<file path="src/rtl/lsu_pkg.sv">
// Shared definitions for the load/store unit.
// - RV32I funct3 encodings for memory accesses.
// - FSM state encoding.
// - Lane-select helpers that give the bit offset of a byte or halfword lane.
// - The access legality check.
package lsu_pkg;

  localparam logic [2:0] F3_B  = 3'b000;
  localparam logic [2:0] F3_H  = 3'b001;
  localparam logic [2:0] F3_W  = 3'b010;
  localparam logic [2:0] F3_BU = 3'b100;
  localparam logic [2:0] F3_HU = 3'b101;

  typedef enum logic [1:0] {
    ST_IDLE  = 2'd0,
    ST_READ  = 2'd1,
    ST_WRITE = 2'd2,
    ST_RESP  = 2'd3
  } lsu_state_t;

  function automatic logic [4:0] byte_shift(input logic [1:0] addr_lo);
    return {addr_lo, 3'b000};
  endfunction

  function automatic logic [4:0] half_shift(input logic [1:0] addr_lo);
    return {addr_lo[1], 4'b0000};
  endfunction

  // The function covers misaligned halfwords and words, reserved encodings,
  // and unsigned variants used with stores.
  function automatic logic access_illegal(input logic       we,
                                          input logic [2:0] funct3,
                                          input logic [1:0] addr_lo);
    logic bad;
    bad = 1'b0;
    case (funct3)
      F3_B:         bad = 1'b0;
      F3_H:         bad = addr_lo[0];
      F3_W:         bad = (addr_lo != 2'b00);
      F3_BU:        bad = we;
      F3_HU:        bad = we | addr_lo[0];
      default:      bad = 1'b1;
    endcase
    return bad;
  endfunction

endpackage

</file>
<file path="src/rtl/load_store_unit_if.sv">
// Request/response and memory-side signals of the load/store unit.
// - slave modport: the LSU itself.
// - master modport: the datapath plus memory that surround it.
interface load_store_unit_if #(
  parameter int DATA_WIDTH = 32,
  parameter int ADDR_WIDTH = 32
);
  logic                  req_valid;
  logic                  req_ready;
  logic                  req_we;
  logic [2:0]            req_funct3;
  logic [ADDR_WIDTH-1:0] req_addr;
  logic [DATA_WIDTH-1:0] req_wdata;
  logic                  busy;
  logic                  resp_valid;
  logic [DATA_WIDTH-1:0] resp_rdata;
  logic                  resp_err;
  logic [ADDR_WIDTH-1:0] mem_addr;
  logic                  mem_wr_en;
  logic [DATA_WIDTH-1:0] mem_wr_data;
  logic [DATA_WIDTH-1:0] mem_rd_data;

  modport slave (
    input  req_valid, req_we, req_funct3, req_addr, req_wdata, mem_rd_data,
    output req_ready, busy, resp_valid, resp_rdata, resp_err,
           mem_addr, mem_wr_en, mem_wr_data
  );

  modport master (
    output req_valid, req_we, req_funct3, req_addr, req_wdata, mem_rd_data,
    input  req_ready, busy, resp_valid, resp_rdata, resp_err,
           mem_addr, mem_wr_en, mem_wr_data
  );
endinterface

</file>
<file path="src/rtl/lsu_lane_align.sv">
// Combinational byte-lane alignment for the load/store unit.
// Ports:
//   cur_word    - word captured from memory
//   addr_lo     - byte address bits [1:0]
//   funct3      - access size / signedness
//   wdata       - store data, low bits used for sub-word stores
//   merged_word - cur_word with the store lane replaced (whole wdata for W)
//   load_data   - selected lane of cur_word, sign- or zero-extended
module lsu_lane_align
  import lsu_pkg::*;
#(
  parameter int DATA_WIDTH = 32
) (
  input  logic [DATA_WIDTH-1:0] cur_word,
  input  logic [1:0]            addr_lo,
  input  logic [2:0]            funct3,
  input  logic [DATA_WIDTH-1:0] wdata,
  output logic [DATA_WIDTH-1:0] merged_word,
  output logic [DATA_WIDTH-1:0] load_data
);

  logic [7:0]  lane_b;
  logic [15:0] lane_h;

  always_comb begin
    merged_word = cur_word;
    case (funct3[1:0])
      2'b00:   merged_word[byte_shift(addr_lo) +: 8]  = wdata[7:0];
      2'b01:   merged_word[half_shift(addr_lo) +: 16] = wdata[15:0];
      default: merged_word = wdata;
    endcase
  end

  always_comb begin
    lane_b = cur_word[byte_shift(addr_lo) +: 8];
    lane_h = cur_word[half_shift(addr_lo) +: 16];
    case (funct3)
      F3_B:    load_data = {{(DATA_WIDTH-8){lane_b[7]}}, lane_b};
      F3_BU:   load_data = {{(DATA_WIDTH-8){1'b0}}, lane_b};
      F3_H:    load_data = {{(DATA_WIDTH-16){lane_h[15]}}, lane_h};
      F3_HU:   load_data = {{(DATA_WIDTH-16){1'b0}}, lane_h};
      default: load_data = cur_word;
    endcase
  end

endmodule

</file>
<file path="src/rtl/load_store_unit.sv">
// Multi-cycle load/store unit between the datapath and a word-wide memory.
// Sub-word stores are done as read-modify-write against the memory.
// Ports:
//   clk   - system clock
//   reset - synchronous, active-high
//   bus   - request/response and memory signals (slave modport)
//
// state    | meaning
// ST_IDLE  | ready for a request, classify it on accept
// ST_READ  | read the addressed word into word_q
// ST_WRITE | single-cycle full-word write (SW data or merged SB/SH word)
// ST_RESP  | one-cycle response pulse, error or load data
module load_store_unit
  import lsu_pkg::*;
#(
  parameter int DATA_WIDTH = 32,
  parameter int ADDR_WIDTH = 32
) (
  input logic               clk,
  input logic               reset,
  load_store_unit_if.slave  bus
);

  lsu_state_t            state_q, state_d;
  logic                  we_q;
  logic [2:0]            f3_q;
  logic [ADDR_WIDTH-1:0] addr_q;
  logic [DATA_WIDTH-1:0] wdata_q;
  logic [DATA_WIDTH-1:0] word_q;
  logic                  err_q;
  logic                  accept_err;
  logic                  resp_active;
  logic [DATA_WIDTH-1:0] merged_word;
  logic [DATA_WIDTH-1:0] load_data;

  assign accept_err = access_illegal(bus.req_we, bus.req_funct3, bus.req_addr[1:0]);

  always_ff @(posedge clk) begin
    if (reset) begin
      state_q <= ST_IDLE;
      we_q    <= 1'b0;
      f3_q    <= 3'b000;
      addr_q  <= '0;
      wdata_q <= '0;
      word_q  <= '0;
      err_q   <= 1'b0;
    end else begin
      state_q <= state_d;
      if (state_q == ST_IDLE && bus.req_valid) begin
        we_q    <= bus.req_we;
        f3_q    <= bus.req_funct3;
        addr_q  <= bus.req_addr;
        wdata_q <= bus.req_wdata;
        err_q   <= accept_err;
      end
      if (state_q == ST_READ) begin
        word_q <= bus.mem_rd_data;
      end
    end
  end

  always_comb begin
    state_d = state_q;
    case (state_q)
      ST_IDLE: begin
        if (bus.req_valid) begin
          if (accept_err)                               state_d = ST_RESP;
          else if (bus.req_we && bus.req_funct3 == F3_W) state_d = ST_WRITE;
          else                                          state_d = ST_READ;
        end
      end
      ST_READ:  state_d = we_q ? ST_WRITE : ST_RESP;
      ST_WRITE: state_d = ST_RESP;
      ST_RESP:  state_d = ST_IDLE;
      default:  state_d = ST_IDLE;
    endcase
  end

  lsu_lane_align #(.DATA_WIDTH(DATA_WIDTH)) u_lane_align (
    .cur_word    (word_q),
    .addr_lo     (addr_q[1:0]),
    .funct3      (f3_q),
    .wdata       (wdata_q),
    .merged_word (merged_word),
    .load_data   (load_data)
  );

  // Write strobe and response pulse are gated by reset, so that an
  // in-flight access is dropped in the cycle that reset arrives.
  assign resp_active     = (state_q == ST_RESP) && !reset;
  assign bus.req_ready   = (state_q == ST_IDLE);
  assign bus.busy        = (state_q != ST_IDLE);
  assign bus.mem_addr    = {addr_q[ADDR_WIDTH-1:2], 2'b00};
  assign bus.mem_wr_en   = (state_q == ST_WRITE) && !err_q && !reset;
  assign bus.mem_wr_data = (state_q == ST_WRITE) ? merged_word : '0;
  assign bus.resp_valid  = resp_active;
  assign bus.resp_err    = resp_active && err_q;
  assign bus.resp_rdata  = (resp_active && !err_q && !we_q) ? load_data : '0;

endmodule

</file>
<file path="src/flat_wrapper.sv">
// flat-port wrapper written by rule: the top's interface ports become plain ports
module load_store_unit_flat import lsu_pkg::*;
#(
  parameter int DATA_WIDTH = 32,
  parameter int ADDR_WIDTH = 32
)
  (clk, reset, bus_req_valid, bus_req_we, bus_req_funct3, bus_req_addr, bus_req_wdata, bus_mem_rd_data, bus_req_ready, bus_busy, bus_resp_valid, bus_resp_rdata, bus_resp_err, bus_mem_addr, bus_mem_wr_en, bus_mem_wr_data);
  load_store_unit_if #(.DATA_WIDTH(DATA_WIDTH), .ADDR_WIDTH(ADDR_WIDTH)) bus_i ();
  input logic clk;
  input logic reset;
  input wire logic [$bits(bus_i.req_valid)-1:0] bus_req_valid;
  input wire logic [$bits(bus_i.req_we)-1:0] bus_req_we;
  input wire logic [$bits(bus_i.req_funct3)-1:0] bus_req_funct3;
  input wire logic [$bits(bus_i.req_addr)-1:0] bus_req_addr;
  input wire logic [$bits(bus_i.req_wdata)-1:0] bus_req_wdata;
  input wire logic [$bits(bus_i.mem_rd_data)-1:0] bus_mem_rd_data;
  output wire logic [$bits(bus_i.req_ready)-1:0] bus_req_ready;
  output wire logic [$bits(bus_i.busy)-1:0] bus_busy;
  output wire logic [$bits(bus_i.resp_valid)-1:0] bus_resp_valid;
  output wire logic [$bits(bus_i.resp_rdata)-1:0] bus_resp_rdata;
  output wire logic [$bits(bus_i.resp_err)-1:0] bus_resp_err;
  output wire logic [$bits(bus_i.mem_addr)-1:0] bus_mem_addr;
  output wire logic [$bits(bus_i.mem_wr_en)-1:0] bus_mem_wr_en;
  output wire logic [$bits(bus_i.mem_wr_data)-1:0] bus_mem_wr_data;
  assign bus_i.req_valid = bus_req_valid;
  assign bus_i.req_we = bus_req_we;
  assign bus_i.req_funct3 = bus_req_funct3;
  assign bus_i.req_addr = bus_req_addr;
  assign bus_i.req_wdata = bus_req_wdata;
  assign bus_i.mem_rd_data = bus_mem_rd_data;
  assign bus_req_ready = bus_i.req_ready;
  assign bus_busy = bus_i.busy;
  assign bus_resp_valid = bus_i.resp_valid;
  assign bus_resp_rdata = bus_i.resp_rdata;
  assign bus_resp_err = bus_i.resp_err;
  assign bus_mem_addr = bus_i.mem_addr;
  assign bus_mem_wr_en = bus_i.mem_wr_en;
  assign bus_mem_wr_data = bus_i.mem_wr_data;
  load_store_unit #(.DATA_WIDTH(DATA_WIDTH), .ADDR_WIDTH(ADDR_WIDTH)) u_core (.clk(clk), .reset(reset), .bus(bus_i));
endmodule
</file>
<file path="config.mk">
export PLATFORM = sky130hd
export DESIGN_NAME = load_store_unit_flat
export DESIGN_NICKNAME = d
export VERILOG_FILES = /design/src/rtl/lsu_pkg.sv /design/src/rtl/load_store_unit_if.sv /design/src/rtl/lsu_lane_align.sv /design/src/rtl/load_store_unit.sv /design/src/flat_wrapper.sv
export SDC_FILE = /design/constraint.sdc
export NUM_CORES = 1
export LEC_CHECK = 0
export ABC_CLOCK_PERIOD_IN_PS = 2930
export CAP_MARGIN = 20
export CORE_ASPECT_RATIO = 0.6
export CORE_MARGIN = 2
export CORE_UTILIZATION = 30
export DETAILED_ROUTE_END_ITERATION = 10
export SLEW_MARGIN = 15
export SYNTH_ARGS = -nofsm -noshare
export SYNTH_HDL_FRONTEND = slang
export SYNTH_HIERARCHICAL = 1
export SYNTH_SLANG_ARGS = --single-unit
</file>
<file path="constraint.sdc">
create_clock -name clk -period 2.93 [get_ports clk]
set_input_delay 0.7325 -clock clk [delete_from_list [all_inputs] [get_ports clk]]
set_output_delay 0.7325 -clock clk [all_outputs]
set_load 0.01 [all_outputs]
</file>
-- Word level (Yosys, flattened, before mapping)
Index checks and enable logic that the tools add are counted.
- bits in registers: 103
- bits of input ports: 103
- bitwise gates (word level): 1
- shift operators: 6
- $add $sub $neg: 2
- equal/unequal tests: 12
- reduce and logical (&&, ||, !) cells: 17
- muxes and demuxes: 12
- operators with widths (operator ; count):
    $pmux W32 S4 ; 1
    $bwmux W32 ; 2
    $mux W32 ; 2
    $pmux W32 S2 ; 1
    $shift A16 B7 Y32 const A ; 1
    $shift A8 B7 Y32 const A ; 1
    $shiftx A16 B7 Y32 ; 1
    $shiftx A32 B6 Y16 ; 1
    $shiftx A32 B6 Y8 ; 1
    $shiftx A8 B7 Y32 ; 1
    $neg A5 Y7 ; 2
    $eq A3 B3 Y1 const B ; 4
    $logic_and A1 B1 Y1 ; 8
    $pmux W2 S4 ; 1
    $eq A3 B1 Y1 const B ; 2
    $logic_not A3 Y1 ; 2
    $mux W2 ; 3
    $pmux W1 S5 ; 1
    $eq A2 B1 Y1 const B ; 2
    $eq A2 B2 Y1 const B ; 2
    $logic_not A2 Y1 ; 2
    $reduce_bool A2 Y1 ; 2
    $eq A3 B2 Y1 const B ; 1
    $logic_not A1 Y1 ; 3
    other kinds (3) ; 3

-- Logic depth before layout (Yosys ltp)
Gate-level depths: netlist of the first run.
- depth after elaboration: 6
- mapped depth: 9

-- By module
Netlist of the first run, hierarchy kept.
- by module, submodules not included (module ; sequential area each (um2) ; cells each ; instances ; area an instance (um2)):
    load_store_unit ; 2062.0 ; 533 ; 1 ; 4409.2
    lsu_lane_align ; 0.0 ; 237 ; 1 ; 1634.1

-- Least setup slack after synthesis of the first run
Ideal clock, no wire load.
- path type: register to output
- from: register u_core.addr_q[1]
- to: output bus_mem_wr_data[22]
- path buffers: 3
- arrival: 2.332 ns
- stages on the path, launching flop included: 10
- setup slack: -0.134 ns
- path through: dfxtp_1 buf_4 buf_2 inv_1 ha_1 and4bb_2 clkbuf_1 a221o_1 a22o_1 and2_1
- word-level cells in the longest chain between the ends: 5
- ends and longest elaborated chain (item ; RTL line ; source):
    start: declaration ; load_store_unit.sv:27 ; logic [ADDR_WIDTH-1:0] addr_q;
    start signal: assignment ; load_store_unit.sv:52 ; addr_q <= bus.req_addr;
    $neg A5 Y7, on equally long branches ; lsu_lane_align.sv:29, lsu_lane_align.sv:28 ;
    $shiftx A16 B7 Y32 (tied with other cells) ; lsu_lane_align.sv:29 ; 2'b01: merged_word[half_shift(addr_lo) +: 16] = wdata[15:0];
    $bwmux W32, on equally long branches ; lsu_lane_align.sv:29, lsu_lane_align.sv:28 ;
    $pmux W32 S2 * ; lsu_lane_align.sv:27 ; case (funct3[1:0])
    named net u_core.merged_word[22] ; load_store_unit.sv:33 ; logic [DATA_WIDTH-1:0] merged_word;
    $mux W32 * ; load_store_unit.sv:95 ; assign bus.mem_wr_data = (state_q == ST_WRITE) ? merged_word : '0;
    end: declaration ; flat_wrapper.sv:24 ; output wire logic [$bits(bus_i.mem_wr_data)-1:0] bus_mem_wr_data;
Mark *: on every way through the listed nets, which the timed path passes. The rest lies on a longest branch.

-- Final worst setup path of the first run
- from: register u_core.addr_q[1]
- to: output bus_mem_wr_data[28]
Same word-level chain as after synthesis.

==> flow_summary.yaml, run 1 <==
global_route:
  grt-ovfl-total: 0
  antenna_found_initial: 1
  grt_max_degree: 66
  grt_use_total_pct: 20.93
  grt_pass1_vias: 5737
  grt_pass1_wl_mm: 34.41
die:
  die_h_um: 113.9
  core_area_um2: 19870
  rows: 40
  die_w_um: 187.2
  die-area_um2: 21330
  floorplan.initialDensity_pct: 30.42
  io_pins: 204
sta:
  period_minus_slack_ns: 2.977
  holdWs_ns: 0.4558
  fin_skew_ns: 0.007723
  fmax_mhz: 335.9
  final-setup-viol-count: 9
  slew_headroom_pct: 43.13
  setup-tns-final_ns: -0.1686
  min_period_over_period_pct: 101.6
  grt_setup_unrepaired: "yes"
  slew_viol_final: 0
  fin_ws_ns: -0.04681
  tightest_slew_ns: 0.8530
  hold_viol_final: 0
power:
  seq_power_share_pct: 33.2
  switchingPower_w: 0.002385
  p_int_w: 0.003826
  swShare_pct: 38.40
  peakVddDrop_mv: 0.3409
  powerDensity_nw_per_um2: 717.3
  power_frac_comb_pct: 46.1
  clkPwrFrac_pct: 20.7
  power_leakage_nw: 3.445
min_path:
  min_from: "u_core/addr_q[30]"
  hold_path_class: "reg -> reg"
worst_setup_path:
  cp_max_fo: 8
  path_class: "reg -> out"
  cp-startpoint: "u_core/addr_q[1]"
  reg2reg_from: "u_core/state_q[1]"
  setup.worst_path.end_class: "output port"
  cp.required_ns: 2.20
  cp-start-kind: "flip-flop"
  cp.arrival_ns: 2.24
detailed_routing:
  antenna_left: 0
  wl_per_cell_um: 18.35
  drt_iter0_drc: 637
  via_per_inst: 4.969
  drc: 0
  first_pass_iters: 5
  wl_mm: 22.48
  vias: 6087
placement:
  dp_hpwl_mm: 16.04
  pre_cts_slack_ns: -0.04498
  place.gp.congestion: 0.9066
  portBuffers: 201
clocking:
  cts-root-buf: "clkbuf_16"
  clk_latency_ns: 0.36
  numCtsBuffers: 9
  cts_num_sinks: 103
  clk_pin_slew_ns: 0.07
  cts_max_level: 3
  hold_buffers: 0
  cts_max_path_buffers: 2
  cts_tree: "yes"
synthesis:
  ys_seq_area_share_pct: 34.12
  synth-seq-cells: 103
  avgSynthCellArea_um2: 7.848
  netlist_area_um2: 6043
  netlist.top_cell.by_area: "dfxtp_1"
  synth_enable_flop_cells: 0
  synthCells: 770
  async_reset_ff_share_pct: 0
  synth_top_area_share_pct: 34.12
  synth_common_cells: "nand2_1, dfxtp_1, a21oi_1"
  yosysMostFrequentCell: "nand2_1"
  ys.flop_type: "dfxtp_1"
  ys_warn_count: 6
  synth_cell_types: 42
  synthTopCellsByArea: "dfxtp_1, nand2_1, mux2i_1"
status:
  violations: "setup timing"
  outcome: "complete, but fails checks"
layout:
  synthToLayoutAreaGrowth_pct: 43.27
  final_net_count: 1061
  drive_gt1_share_pct: 19.33
  antenna_cells: 0
  fillerInstances: 2027
flow_run:
  maxCapViolations: 0
[cell usage in the layout (no fill, tap or decap), types with 3 or more instances in the layout]
master	netlist	final
a211oi_1	17	13
dfxtp_1	103	100
nand2_1	180	169
ha_2	0	4
nor3_1	11	10
ha_1	9	4
a221o_1	25	25
and2_4	0	13
buf_2	17	27
inv_1	17	15
nor2_1	40	40
nand2_2	0	11
a21oi_1	87	87
o211ai_1	8	8
nor2b_1	6	4
a211oi_2	0	4
mux2i_1	54	54
clkbuf_16	0	9
a22o_1	24	24
buf_4	36	44
clkbuf_2	0	18
o21ai_0	3	3
dlygate4sd2_1	0	7
and2_1	66	52
buf_6	8	16
clkdlybuf4s50_1	0	136
buf_12	0	5
[worst max-delay path, stage by stage (launching register included)]
cell      delay, ns
dfxtp_4        0.36
buf_12         0.13
ha_2           0.17
nor4bb_1       0.14
buf_4          0.16
buf_6          0.12
a221o_1        0.29
a22o_1         0.23
and2_4         0.17
buf_6          0.11
[metrics by stage]
| step | cells | utilization (%) | area [µm²] | power, W |
|---|---|---|---|---|
| finish | 1225 | 43.58 | 8658 | 0.006211 |
| global placement | 1191 | 41.17 | 8180 | 0.004693 |
| CTS | 1224 | 43.50 | 8643 | 0.006159 |
| floorplan | 771 | - | 6055 | 0.003686 |
| global route | 1225 | 43.58 | 8658 | 0.006579 |
| detailed placement | 1191 | 41.17 | 8180 | 0.004700 |
[cells by family after synthesis]
family / Yosys count / share of synthesized area, %
DFF: 103 / 34.12
muxes: 57 / 9.689
AOI/OAI and AO/OA: 173 / 19.73
and+or+nand+nor: 318 / 24.18
buffers and inverters: 109 / 10.35
adders and majority gates: 9 / 1.863
other: 1 / 0.06205
[registers in the layout (all words and copies together) (netlist names)]
register,flops
u_core/err_q,1
u_core/word_q,32
u_core/f3_q,3
u_core/we_q,1
u_core/addr_q,32
u_core/state_q,2
u_core/wdata_q,32
[routing by layer]
layer	track usage [%]	wire length (µm)	vias up
li1	-	-	2947
met1	32.08	11160	2847
met2	27.56	8422	265
met3	6.892	2590	24
met4	3.968	232	4
met5	2.489	81	-
[path summary, 6_finish.rpt]
| check | to | slack (ns) | cells past startpoint |
|---|---|---|---|
| worst max-delay path | bus_mem_wr_data[28] | -0.05 | 9 |
| worst min-delay path | u_core/addr_q[30] | 0.46 | 2 |
| worst min register to register | u_core/addr_q[30] | 0.46 | 2 |
| worst max register to register | u_core/word_q[19] | 1.03 | 5 |
[area by class of cell]
class	instances	area [µm²]	share of cell area, %
tap	273	341.6	3.945
clock inverter	4	72.57	0.8382
clock buffer	10	229.0	2.645
sequential	103	2068	23.89
timing repair buffer	259	2374	27.41
multi-input combinational	559	3510	40.53
inverter	17	63.81	0.7370
[power groups by stage]
stage | registers (W) | clock network, W | logic (W)
after floorplan | 0.00190 | 0 | 0.00178
after global placement | 0.00207 | 0 | 0.00263
after detailed placement | 0.00207 | 0 | 0.00263
after CTS | 0.00205 | 0.00132 | 0.00279
after global routing | 0.00208 | 0.00137 | 0.00312
final | 0.00206 | 0.00129 | 0.00287
[what timing repair did]
item / CTS / global route
endpoints found under the setup margin: 64 / 58
pin swaps: 13 / 16
cloned: 2 / 0
resized for setup: 213 / 70
hold endpoints to repair: 0 / 0
setup buffers: 17 / 3
(Power assumes the default switching activity.)
==> run 2, diff against run 1 <==
- CAP_MARGIN: 20 -> unset
==> results of run 2 <==
Final layout, timing and power as in run 1 (identical DEF).
==> run 3, diff against run 2 <==
- CORE_MARGIN: 2 -> unset
==> run 3 against run 2 <==
Against the previous run: register-to-register slack improved by 0.06 ns; routed wire length shrank 2.0%; the flow still finishes with violations (setup timing); critical endpoint is now bus_resp_rdata[12]; die area shrank 2.8%; sequential power is essentially flat; non-clock buffer count rose by 4; clock skew shrank 0.0011 ns; sequential share of layout area shrank 0.15 points; hold slack lost 0.0038 ns; global-route usage is 0.085 points higher; critical path type unchanged; critical path depth unchanged; clock power shrank 3%; clock-buffer cell count up 1.
==> flow_summary.yaml, run 3 (synthesis gave the netlist of run 1 again) <==
layout:
  multi_input_area_um2: 3577
  drive_gt1_share_pct: 20.25
  synthToLayoutAreaGrowth_pct: 44.16
  antenna_cells: 0
  largestRegisters: "u_core/addr_q x32, u_core/wdata_q x32, u_core/word_q x32"
  seq_area_um2: 2068
  fillerInstances: 1970
  final_net_count: 1065
  layout_common_cells: "nand2_1, clkdlybuf4s50_1, dfxtp_1"
  layout.cells.most_common: "nand2_1"
sta:
  period_minus_slack_ns: 2.957
  holdWs_ns: 0.4520
  fin_skew_ns: 0.006648
  min_period_over_period_pct: 100.9
  fmax_mhz: 338.1
  final-setup-viol-count: 10
  grt_setup_unrepaired: "yes"
  tightest_slew_ns: 0.7831
  hold_viol_final: 0
  fin_ws_ns: -0.02737
  slew_viol_final: 0
  setup-tns-final_ns: -0.1289
  slew_headroom_pct: 47.79
global_route:
  met2_usage_pct: 26.94
  grt_use_met1_pct: 32.42
  grt-ovfl-total: 0
  grt_max_degree: 73
  antenna_found_initial: 1
  grt_pass1_wl_mm: 32.93
  grt_use_met3_pct: 7.098
  top_usage_layer: "met1"
  grt_pass1_vias: 5556
  grt_use_total_pct: 21.02
power:
  seq_power_share_pct: 33.0
  power_w: 0.006248
  powerDensity_nw_per_um2: 717.2
  switchingPower_w: 0.002440
  power_frac_comb_pct: 47.0
  p_int_w: 0.003808
  clkPwrFrac_pct: 20.0
  peakVddDrop_mv: 0.2927
  power_leakage_nw: 3.465
  swShare_pct: 39.05
worst_setup_path:
  reg2reg_from: "u_core/state_q[1]"
  cp.arrival_ns: 2.22
  setup.worst_path.end_class: "output port"
  cp_max_fo: 7
  cp_top_family: "buffers and inverters"
  r2r_setup_slack_ns: 1.09
  cp-start-kind: "flip-flop"
  crit_top_cell: "buf_6"
  slowest_stage: "mux4_2"
  r2r_end: "u_core/word_q[22]"
  r2r_cells: 5
  path_class: "reg -> out"
  cp.required_ns: 2.20
  path_cells: "buf_6 -> mux4_2 -> buf_6 -> nand3b_1 -> buf_6 -> buf_4 -> o211ai_1 -> and2_1 -> clkbuf_2"
  critPathBufInv: 5
  slowest_delay_ns: 0.56
status:
  outcome: "complete, but fails checks"
  violations: "setup timing"
clocking:
  clk_pin_slew_ns: 0.07
  cts_max_path_buffers: 2
  cts_tree: "yes"
  cts-root-buf: "clkbuf_16"
  clk_latency_ns: 0.35
  hold_buffers: 0
  cts_max_level: 3
  cts_num_sinks: 103
  numCtsBuffers: 9
placement:
  dp_hpwl_mm: 15.99
  place.gp.congestion: 0.8965
  portBuffers: 201
  pre_cts_slack_ns: 0.005350
detailed_routing:
  via_per_inst: 4.935
  drt_iter0_drc: 486
  first_pass_iters: 5
  antenna_left: 0
  drc: 0
  wl_mm: 22.03
  wl_per_cell_um: 18.00
  vias: 6041
min_path:
  min_from: "u_core/addr_q[5]"
  worst_hold_path.endpoint: "u_core/addr_q[5]"
  whs_path_depth: 2
  hold_path_class: "reg -> reg"
die:
  die_w_um: 185.2
  die-area_um2: 20730
  rows: 39
  die_h_um: 111.9
  core_area_um2: 19370
  floorplan.initialDensity_pct: 31.20
  io_pins: 204
flow_run:
  maxCapViolations: 0
==> run 3: changes by cell type in the layout (fill, tap and decap cells not counted), moves of 2 or more <==
cell,delta
buf_6,+9
buf_2,+3
dlygate4sd2_1,-3
ha_2,-3
ha_4,+3
a211oi_1,-2
bufbuf_16,-2
clkinv_4,+2
nand2_1,+2
nand2_2,-2
==> run 3: how the worst max path moves through the flow <==
stage,cells past startpoint,start,end
2_1_floorplan,9,u_core/addr_q[1],bus_mem_wr_data[22]
3_3_place_gp,7,u_core/addr_q[0],bus_mem_wr_data[23]
3_5_place_dp,7,u_core/addr_q[1],bus_mem_wr_data[21]
4_1_cts,10,u_core/addr_q[1],bus_mem_wr_data[6]
5_1_grt,9,u_core/addr_q[0],bus_resp_rdata[12]
6_report,9,u_core/addr_q[0],bus_resp_rdata[12]
==> run 3: repair_timing <==
action,CTS,global route
setup endpoints to repair,64,56
setup buffers,17,7
pin swaps,8,16
gates cloned,1,0
resized for setup,224,89
==> run 3: final cells by class <==
class	count	area share, %
Multi-Input combinational cell	559	41.06
Clock buffer	11	2.786
Timing Repair Buffer	263	27.17
Inverter	17	0.7612
Sequential cell	103	23.74
Tap cell	266	3.820
Clock inverter	5	0.6606
==> run 3: stage by stage <==
stage,std cells,cell area (µm²),utilization [%]
after floorplan,771,6055,-
after global placement,1187,8182,42.23
after detailed placement,1187,8182,42.23
after CTS,1221,8564,44.21
after global routing,1224,8712,44.97
final,1224,8712,44.97
==> run 3: tightest hold or removal path, stage by stage (launching register included) <==
cell,delay (ns)
dfxtp_1,0.31
nand2_1,0.05
a21oi_1,0.05
==> run 3: power groups by stage <==
stage / sequential [W] / clock [W] / combinational (W)
3_3_place_gp: 0.00206 / 0 / 0.00262
4_1_cts: 0.00204 / 0.00129 / 0.00280
6_report: 0.00206 / 0.00125 / 0.00293
5_1_grt: 0.00209 / 0.00134 / 0.00320
3_5_place_dp: 0.00207 / 0 / 0.00264
2_1_floorplan: 0.00190 / 0 / 0.00178
==> run 3: routing by layer <==
layer | vias up | share of wire, %
met3 | 22 | 11
met5 | - | 0.050
met1 | 2786 | 51
met2 | 272 | 37
met4 | 2 | 1.3
li1 | 2959 | -
